[config.mk]
export PLATFORM = sky130hd
export DESIGN_NAME = sia_rxq_wm
export DESIGN_NICKNAME = d
export VERILOG_FILES = /design/src/rtl/sia_rxq_wm_pkg.sv /design/src/rtl/sia_rxq_fifo.sv /design/src/rtl/sia_rxq_wm.sv
export SDC_FILE = /design/constraint.sdc
export NUM_CORES = 1
export LEC_CHECK = 0
export ABC_AREA = 0
export CAP_MARGIN = 5
export CELL_PAD_IN_SITES_DETAIL_PLACEMENT = 0
export CELL_PAD_IN_SITES_GLOBAL_PLACEMENT = 1
export CORE_ASPECT_RATIO = 0.7
export CORE_UTILIZATION = 50
export DETAILED_ROUTE_END_ITERATION = 8
export PLACE_DENSITY = 0.83
export SYNTH_ARGS = -nofsm -noshare
export SYNTH_HDL_FRONTEND = slang
export SYNTH_HIERARCHICAL = 1
export SYNTH_SLANG_ARGS = --single-unit
[constraint.sdc]
create_clock -name clk_i -period 4.35 [get_ports clk_i]
set_input_delay 0.87 -clock clk_i [delete_from_list [all_inputs] [get_ports clk_i]]
set_output_delay 0.87 -clock clk_i [all_outputs]
set_load 0.02 [all_outputs]
[src/rtl/sia_rxq_wm_pkg.sv]
// Shared defaults and event types for the SIA V.4 receive queue.
// The default widths live here so every SIA block picks up the same values.
package sia_rxq_wm_pkg;

    localparam int SIA_DATA_BITS  = 16;
    localparam int SIA_DEPTH_BITS = 4;
    localparam int SIA_TMO_BITS   = 16;
    localparam int SIA_OVC_BITS   = 8;

    // What the FIFO actually did on the current edge.
    typedef struct packed {
        logic push;
        logic pop;
        logic drop;
    } rxq_evt_t;

endpackage

[src/rtl/sia_rxq_fifo.sv]
// Storage half of the receive queue: RAM array, read/write pointers, level and flush.
// Flush overrides push and pop; a push into a full FIFO without a pop is dropped.
module sia_rxq_fifo
    import sia_rxq_wm_pkg::*;
#(
    parameter int DATA_BITS  = SIA_DATA_BITS,
    parameter int DEPTH_BITS = SIA_DEPTH_BITS
) (
    input  logic                  clk_i,
    input  logic                  reset_i,
    input  logic                  flush_i,
    input  logic                  push_i,
    input  logic                  pop_i,
    input  logic [DATA_BITS-1:0]  wdat_i,
    output logic [DATA_BITS-1:0]  head_o,
    output logic [DEPTH_BITS:0]   level_o,
    output logic                  full_o,
    output logic                  empty_o,
    output rxq_evt_t              evt_o
);

    localparam int                DEPTH     = 2 ** DEPTH_BITS;
    localparam logic [DEPTH_BITS:0] DEPTH_LVL = (DEPTH_BITS + 1)'(DEPTH);

    logic [DATA_BITS-1:0]  mem_q [DEPTH];
    logic [DEPTH_BITS-1:0] rp_q, wp_q;
    logic [DEPTH_BITS:0]   level_q;
    logic                  wr_ok, rd_ok;

    assign full_o  = (level_q == DEPTH_LVL);
    assign empty_o = (level_q == '0);

    // A pop frees the slot in the same cycle, so push+pop while full still writes.
    assign rd_ok = pop_i & ~empty_o & ~flush_i;
    assign wr_ok = push_i & (~full_o | pop_i) & ~flush_i;

    assign evt_o.push = wr_ok;
    assign evt_o.pop  = rd_ok;
    assign evt_o.drop = push_i & full_o & ~pop_i & ~flush_i;

    always_ff @(posedge clk_i) begin
        if (wr_ok) begin
            mem_q[wp_q] <= wdat_i;
        end
    end

    always_ff @(posedge clk_i) begin
        if (reset_i) begin
            rp_q    <= '0;
            wp_q    <= '0;
            level_q <= '0;
        end else if (flush_i) begin
            rp_q    <= wp_q;
            level_q <= '0;
        end else begin
            if (wr_ok) begin
                wp_q <= wp_q + 1'b1;
            end
            if (rd_ok) begin
                rp_q <= rp_q + 1'b1;
            end
            level_q <= level_q + (DEPTH_BITS + 1)'(wr_ok) - (DEPTH_BITS + 1)'(rd_ok);
        end
    end

    assign head_o  = mem_q[rp_q];
    assign level_o = level_q;

endmodule

[src/rtl/sia_rxq_wm.sv]
// SIA V.4 receive queue: word-complete edge detect, overrun counting, watermark
// and character timeout around the sia_rxq_fifo storage.
module sia_rxq_wm
    import sia_rxq_wm_pkg::*;
#(
    parameter int DATA_BITS  = SIA_DATA_BITS,
    parameter int DEPTH_BITS = SIA_DEPTH_BITS,
    parameter int TMO_BITS   = SIA_TMO_BITS,
    parameter int OVC_BITS   = SIA_OVC_BITS
) (
    input  logic                  clk_i,
    input  logic                  reset_i,
    input  logic [DATA_BITS-1:0]  rx_dat_i,
    input  logic                  rx_idle_i,
    input  logic                  pop_i,
    input  logic                  oe_i,
    input  logic                  flush_i,
    input  logic                  ovr_clr_i,
    input  logic [DEPTH_BITS:0]   wm_i,
    input  logic [TMO_BITS-1:0]   tmo_i,
    output logic [DATA_BITS-1:0]  dat_o,
    output logic [DEPTH_BITS:0]   level_o,
    output logic                  full_o,
    output logic                  not_empty_o,
    output logic                  wm_o,
    output logic                  tmo_o,
    output logic                  ovr_o,
    output logic [OVC_BITS-1:0]   ovr_cnt_o
);

    logic                 idle_dly_q;
    logic                 push;
    logic [DATA_BITS-1:0] head;
    logic [DEPTH_BITS:0]  level;
    logic                 full, empty;
    rxq_evt_t             evt;
    logic                 ovr_q;
    logic [OVC_BITS-1:0]  ovr_cnt_q;
    logic [TMO_BITS-1:0]  tmo_cnt_q;
    logic                 tmo_q;
    logic                 activity;
    logic                 tmo_hit;

    // Reset value 1 keeps a receiver that is already idle from pushing a stale word.
    assign push = rx_idle_i & ~idle_dly_q;

    sia_rxq_fifo #(
        .DATA_BITS  (DATA_BITS),
        .DEPTH_BITS (DEPTH_BITS)
    ) u_fifo (
        .clk_i   (clk_i),
        .reset_i (reset_i),
        .flush_i (flush_i),
        .push_i  (push),
        .pop_i   (pop_i),
        .wdat_i  (rx_dat_i),
        .head_o  (head),
        .level_o (level),
        .full_o  (full),
        .empty_o (empty),
        .evt_o   (evt)
    );

    assign activity = push | evt.pop | flush_i;
    assign tmo_hit  = (tmo_i != '0) &&
                      (({1'b0, tmo_cnt_q} + (TMO_BITS + 1)'(1)) >= {1'b0, tmo_i});

    always_ff @(posedge clk_i) begin
        if (reset_i) begin
            idle_dly_q <= 1'b1;
            ovr_q      <= 1'b0;
            ovr_cnt_q  <= '0;
            tmo_cnt_q  <= '0;
            tmo_q      <= 1'b0;
        end else begin
            idle_dly_q <= rx_idle_i;

            // A drop in the same cycle as a clear leaves exactly one counted drop.
            if (evt.drop) begin
                ovr_q <= 1'b1;
                if (ovr_clr_i) begin
                    ovr_cnt_q <= OVC_BITS'(1);
                end else if (ovr_cnt_q != '1) begin
                    ovr_cnt_q <= ovr_cnt_q + 1'b1;
                end
            end else if (ovr_clr_i) begin
                ovr_q     <= 1'b0;
                ovr_cnt_q <= '0;
            end

            if (activity || empty) begin
                tmo_cnt_q <= '0;
            end else if (tmo_cnt_q != '1) begin
                tmo_cnt_q <= tmo_cnt_q + 1'b1;
            end

            if (activity) begin
                tmo_q <= 1'b0;
            end else if (!empty && tmo_hit) begin
                tmo_q <= 1'b1;
            end
        end
    end

    assign dat_o       = oe_i ? head : '0;
    assign level_o     = level;
    assign full_o      = full;
    assign not_empty_o = ~empty;
    assign wm_o        = (wm_i != '0) && (level >= wm_i);
    assign tmo_o       = tmo_q;
    assign ovr_o       = ovr_q;
    assign ovr_cnt_o   = ovr_cnt_q;

endmodule

* Yosys cells after proc, flatten, opt, wreduce, memory -nomap -nowiden
Memories as Yosys holds them, arrays and structs flattened. A register that Yosys moved wholly into a read port is not among the register bits.
Cells that the tools add are included.
** Word-level totals
- Input bits :: 44
- Word-level logic and storage cells :: 66
- Bits in registers :: 40
- Memories kept :: 1
- Bits in writable memories :: 256
** Memory list
- u_fifo.mem_q :: depth 16, width 16, read ports 1, clocked after memory_dff 1, wr ports 1, RTL line sia_rxq_fifo.sv:25 : logic [DATA_BITS-1:0] mem_q [DEPTH];
** Operators by class
- Equality and inequality tests :: 3
- Multiplexer cells :: 13
- $add $sub $neg :: 7
- Bitwise gates (word level) :: 16
- Order comparisons :: 2
- Reductions and logical operators :: 16
** Operator list (number)
- $mux W8 :: 4
- $add A16 B1 Y17 const B :: 1
- $ge A17 B16 Y1 :: 1
- $add A16 B1 Y16 const B :: 1
- $mux W16 :: 1
- $mux W4 :: 4
- $ne A16 B16 Y1 const B :: 1
- $reduce_bool A16 Y1 :: 1
- $add A4 B1 Y4 const B :: 2
- $add A8 B1 Y8 const B :: 1
- $and A1 B1 Y1 :: 8
- $ne A8 B8 Y1 const B :: 1
- $reduce_bool A2 Y1 :: 3
- $reduce_or A2 Y1 :: 3
- $add A5 B1 Y5 :: 1
- $eq A5 B5 Y1 const B :: 1
- $ge A5 B5 Y1 :: 1
- $logic_not A5 Y1 :: 1
- $not A1 Y1 :: 5
- $reduce_bool A5 Y1 :: 1
- $sub A5 B1 Y5 :: 1
- $mux W1 :: 4
- $reduce_and A2 Y1 :: 2
- $logic_and A1 B1 Y1 :: 3
- 3 further kinds :: 5

* Logic depth before layout (Yosys ltp)
- Word-level depth :: 8
- Mapped depth :: 14
- Depth with buffers taken out :: 13

* By module
The synthesis kept the hierarchy.
** By module, submodules not included
- sia_rxq_fifo :: area an instance 10652.7 um2, times used 1, seq. area each 8027.7 um2, cells an instance 511
- sia_rxq_wm :: area an instance 1963.1 um2, times used 1, seq. area each 540.5 um2, cells an instance 240

* Least setup slack after synthesis
OpenSTA, ideal clock, no wires.
- Path type :: input -> register
- From :: input port flush_i
- To :: memory u_fifo/mem_q[11][0] in the netlist's numbering (enable)
- Cell stages on the path :: 6
- Data arrival time :: 3193 ps
- Path slack :: 726 ps
- Required time :: 3920 ps
- Buffers on the path :: 3
- Cells stage by stage :: buf_6 -> nand2b_1 -> o21bai_1 -> buf_2 -> buf_2 -> nor4_1
** Between the ends
- Cells in the longest elaborated chain, start to end :: 4
** RTL lines
- start, declared :: RTL line sia_rxq_wm.sv:17 : input logic flush_i,
- $not A1 Y1 :: RTL line sia_rxq_fifo.sv:35 : assign wr_ok = push_i & (~full_o | pop_i) & ~flush_i;
- $and A1 B1 Y1 :: RTL line sia_rxq_fifo.sv:35
- $mux W1 :: RTL line sia_rxq_fifo.sv:42 : if (wr_ok) begin
- $mux W1 (implied by the code) :: RTL line sia_rxq_fifo.sv:43 : mem_q[wp_q] <= wdat_i;
- end, declared :: RTL line sia_rxq_fifo.sv:25
No other way between the ends.

==> results_dict.tcl <==
set metrics [dict create \
    status "finished, final reports clean" \
    end_kind "output port" \
    cts_setup_buffers 0 \
    syn_to_final_growth_pct 16.8 \
    antenna_found_initial 0 \
    cts.repair.resized 0 \
    rsz0062_at_grt "false" \
    die_height_um 135 \
    post-route-min-period_ns 4.04 \
    r2r-end "tmo_o" \
    n_antenna_cell 0 \
    hp-start "ovr_o" \
    final_core_util_pct 59.7 \
    hold_class "reg -> reg" \
    num_io_pins 78 \
    design_area_mm2 0.0147 \
    fin_nets 933 \
    max-cap-violations 0 \
    max_clock_freq_mhz 247 \
    synthesis.area_mm2 0.0126 \
    grt_overflow 0 \
    comb_power_share_pct 7.9 \
    drt-initial-drc-count 605 \
    start_util_pct 51.1 \
    drc 0 \
    grt_util_all_layers_pct 21.6 \
    cts_tree "built" \
    finalHoldViolCount 0 \
    timing_worst_setup_path_type "reg -> out" \
    io_buffers 77 \
    first_pass_iters 5 \
    min_path_cells 2 \
    first_global_vias 7133 \
    hpwl_mm 17.3 \
    place_area_mm2 0.0139 \
    place.gp.congestion 0.813 \
    drv_slew 0 \
    slowest_stage "dfxtp_4" \
    min_period_over_period_pct 93.0 \
    cts_buffer_depth 3 \
    p_leak_nw 5.00 \
    whs_endpoint "ovr_o" \
    start_kind "flip-flop" \
    syn_inst 749 \
    clock_sinks 300 \
    arrival_ns 3.17 \
    wl_mm 27.3 \
    ant_nets 0 \
    grt_max_degree 38 \
    skew_ns 0.00787 \
    crit_chain "buf_12, mux4_1, a22oi_1, nand2_1, and2_1, clkdlybuf4s50_1" \
    vias 7055 \
    cts_root_buf "clkbuf_16" \
    die-area_mm2 0.0259 \
    fill_cells 1808 \
    power_switching_w 0.00128 \
    vias_per_cell 5.88 \
    intPower_w 0.00461 \
    reg2reg_from "tmo_cnt_q[0]" \
    sw_frac_of_total_pct 21.7 \
    rows 48 \
    multi_input_area_mm2 0.00371 \
    routedWlPerCell_um 22.7 \
    timing.setup.tns_ns 0 \
    core_mm2 0.0247 \
    setup_viol 0 \
    ys_warn_count 6 \
    numCtsBuffers 28 \
    final.setup.worst_slack_ns 0.306 \
    drive_gt1_share_pct 16.9 \
    die_w_um 192 \
    rr_worst_depth 12 \
    max_stage_delay_ns 0.70 \
    vdd.ir_drop.worst_mv 0.370 \
    regToRegSetupSlack_ns 1.30 \
    h-tree-depth 1 \
    grt_pass1_wl_mm 41.2 \
    regArea_mm2 0.00857 \
    relSlewSlack_pct 33.5 \
    post-place-ws_ns 0.749 \
    powerDensity_mw_per_mm2 400 \
    clkTransAtPathRegs_ns 0.06 \
    cp_max_fo 26 \
    fin_hold_ws_ns 0.517 \
    worst_pin_slew_ns 0.998 \
    avgSynthCellArea_um2 16.8 \
    clk_latency_ns 0.53 \
    cts-hold-fix-buffers 0 \
    synthesis.nets 828 \
    cp_data_required_time_ns 3.48 \
    pwr-share-seq_pct 53.6 \
    clkPwrFrac_pct 38.5 \
]
## critical path, delay by kind of cell, from the launching register on
kind            cells  cell delay [ns]
simple gates        2             0.25
compound gates      1             0.25
buf+inv             2             0.83
mux                 1             0.59
flops               1             0.70
## how the worst max path moves through the flow
stage | start | end | slack [ns] | cells after the start
after floorplan | flush_i | u_fifo/mem_q[11][0] | 0.73 | 6
after global placement | wm_i[0] | wm_o | 0.80 | 8
after detailed placement | wm_i[0] | wm_o | 0.75 | 8
after CTS | flip-flop | dat_o[10] | 0.26 | 6
after global routing | flip-flop | dat_o[6] | 0.11 | 6
final | flip-flop | dat_o[6] | 0.31 | 6
## per-stage QoR
stage	power (W)	cells
2_1_floorplan	0.00350	749
3_3_place_gp	0.00367	1149
3_5_place_dp	0.00369	1149
4_1_cts	0.00593	1199
5_1_grt	0.00608	1199
6_report	0.00589	1199
## placed cells by master, fill, tap and decap left out, drive strengths merged, types with 23 or more instances in the layout
cell type,instances
buf,31
clkdlybuf4s50,77
a21oi,27
clkbuf,34
ha,34
inv,46
nand2,27
nor3,23
dfxtp,44
nor2,24
a22oi,32
mux4,64
edfxtp,256
## per-layer routing
layer  share of wire (%)  track usage, %
met5                   0               0
met4                 1.8            4.85
met3                 7.1            3.35
met2                  47            34.0
met1                  44            31.7
## final cells by class
cell class                 count  share of cell area, %
clock inverter                16                  0.875
multi-input combinational    372                   25.2
timing repair buffer         108                   6.90
clock buffer                  34                   4.91
inverter                      44                   1.12
tap                          325                   2.76
sequential                   300                   58.2
## power groups by stage
stage,registers (W),logic (W),clock network (W)
floorplan,0.00321,0.000294,0
global placement,0.00322,0.000451,0
detailed placement,0.00322,0.000467,0
CTS,0.00316,0.000470,0.00230
global route,0.00316,0.000504,0.00242
finish,0.00316,0.000467,0.00227
## flip-flops by register name, summed over array words and instances, names as in the netlist, named ones only
name and count:
ovr_o 1, u_fifo/wp_q 4, tmo_cnt_q 16, idle_dly_q 1
tmo_o 1, ovr_cnt_o 8, u_fifo/level_o 5, u_fifo/mem_q 256
u_fifo/rp_q 4
Power figures use the tool's default switching activity.
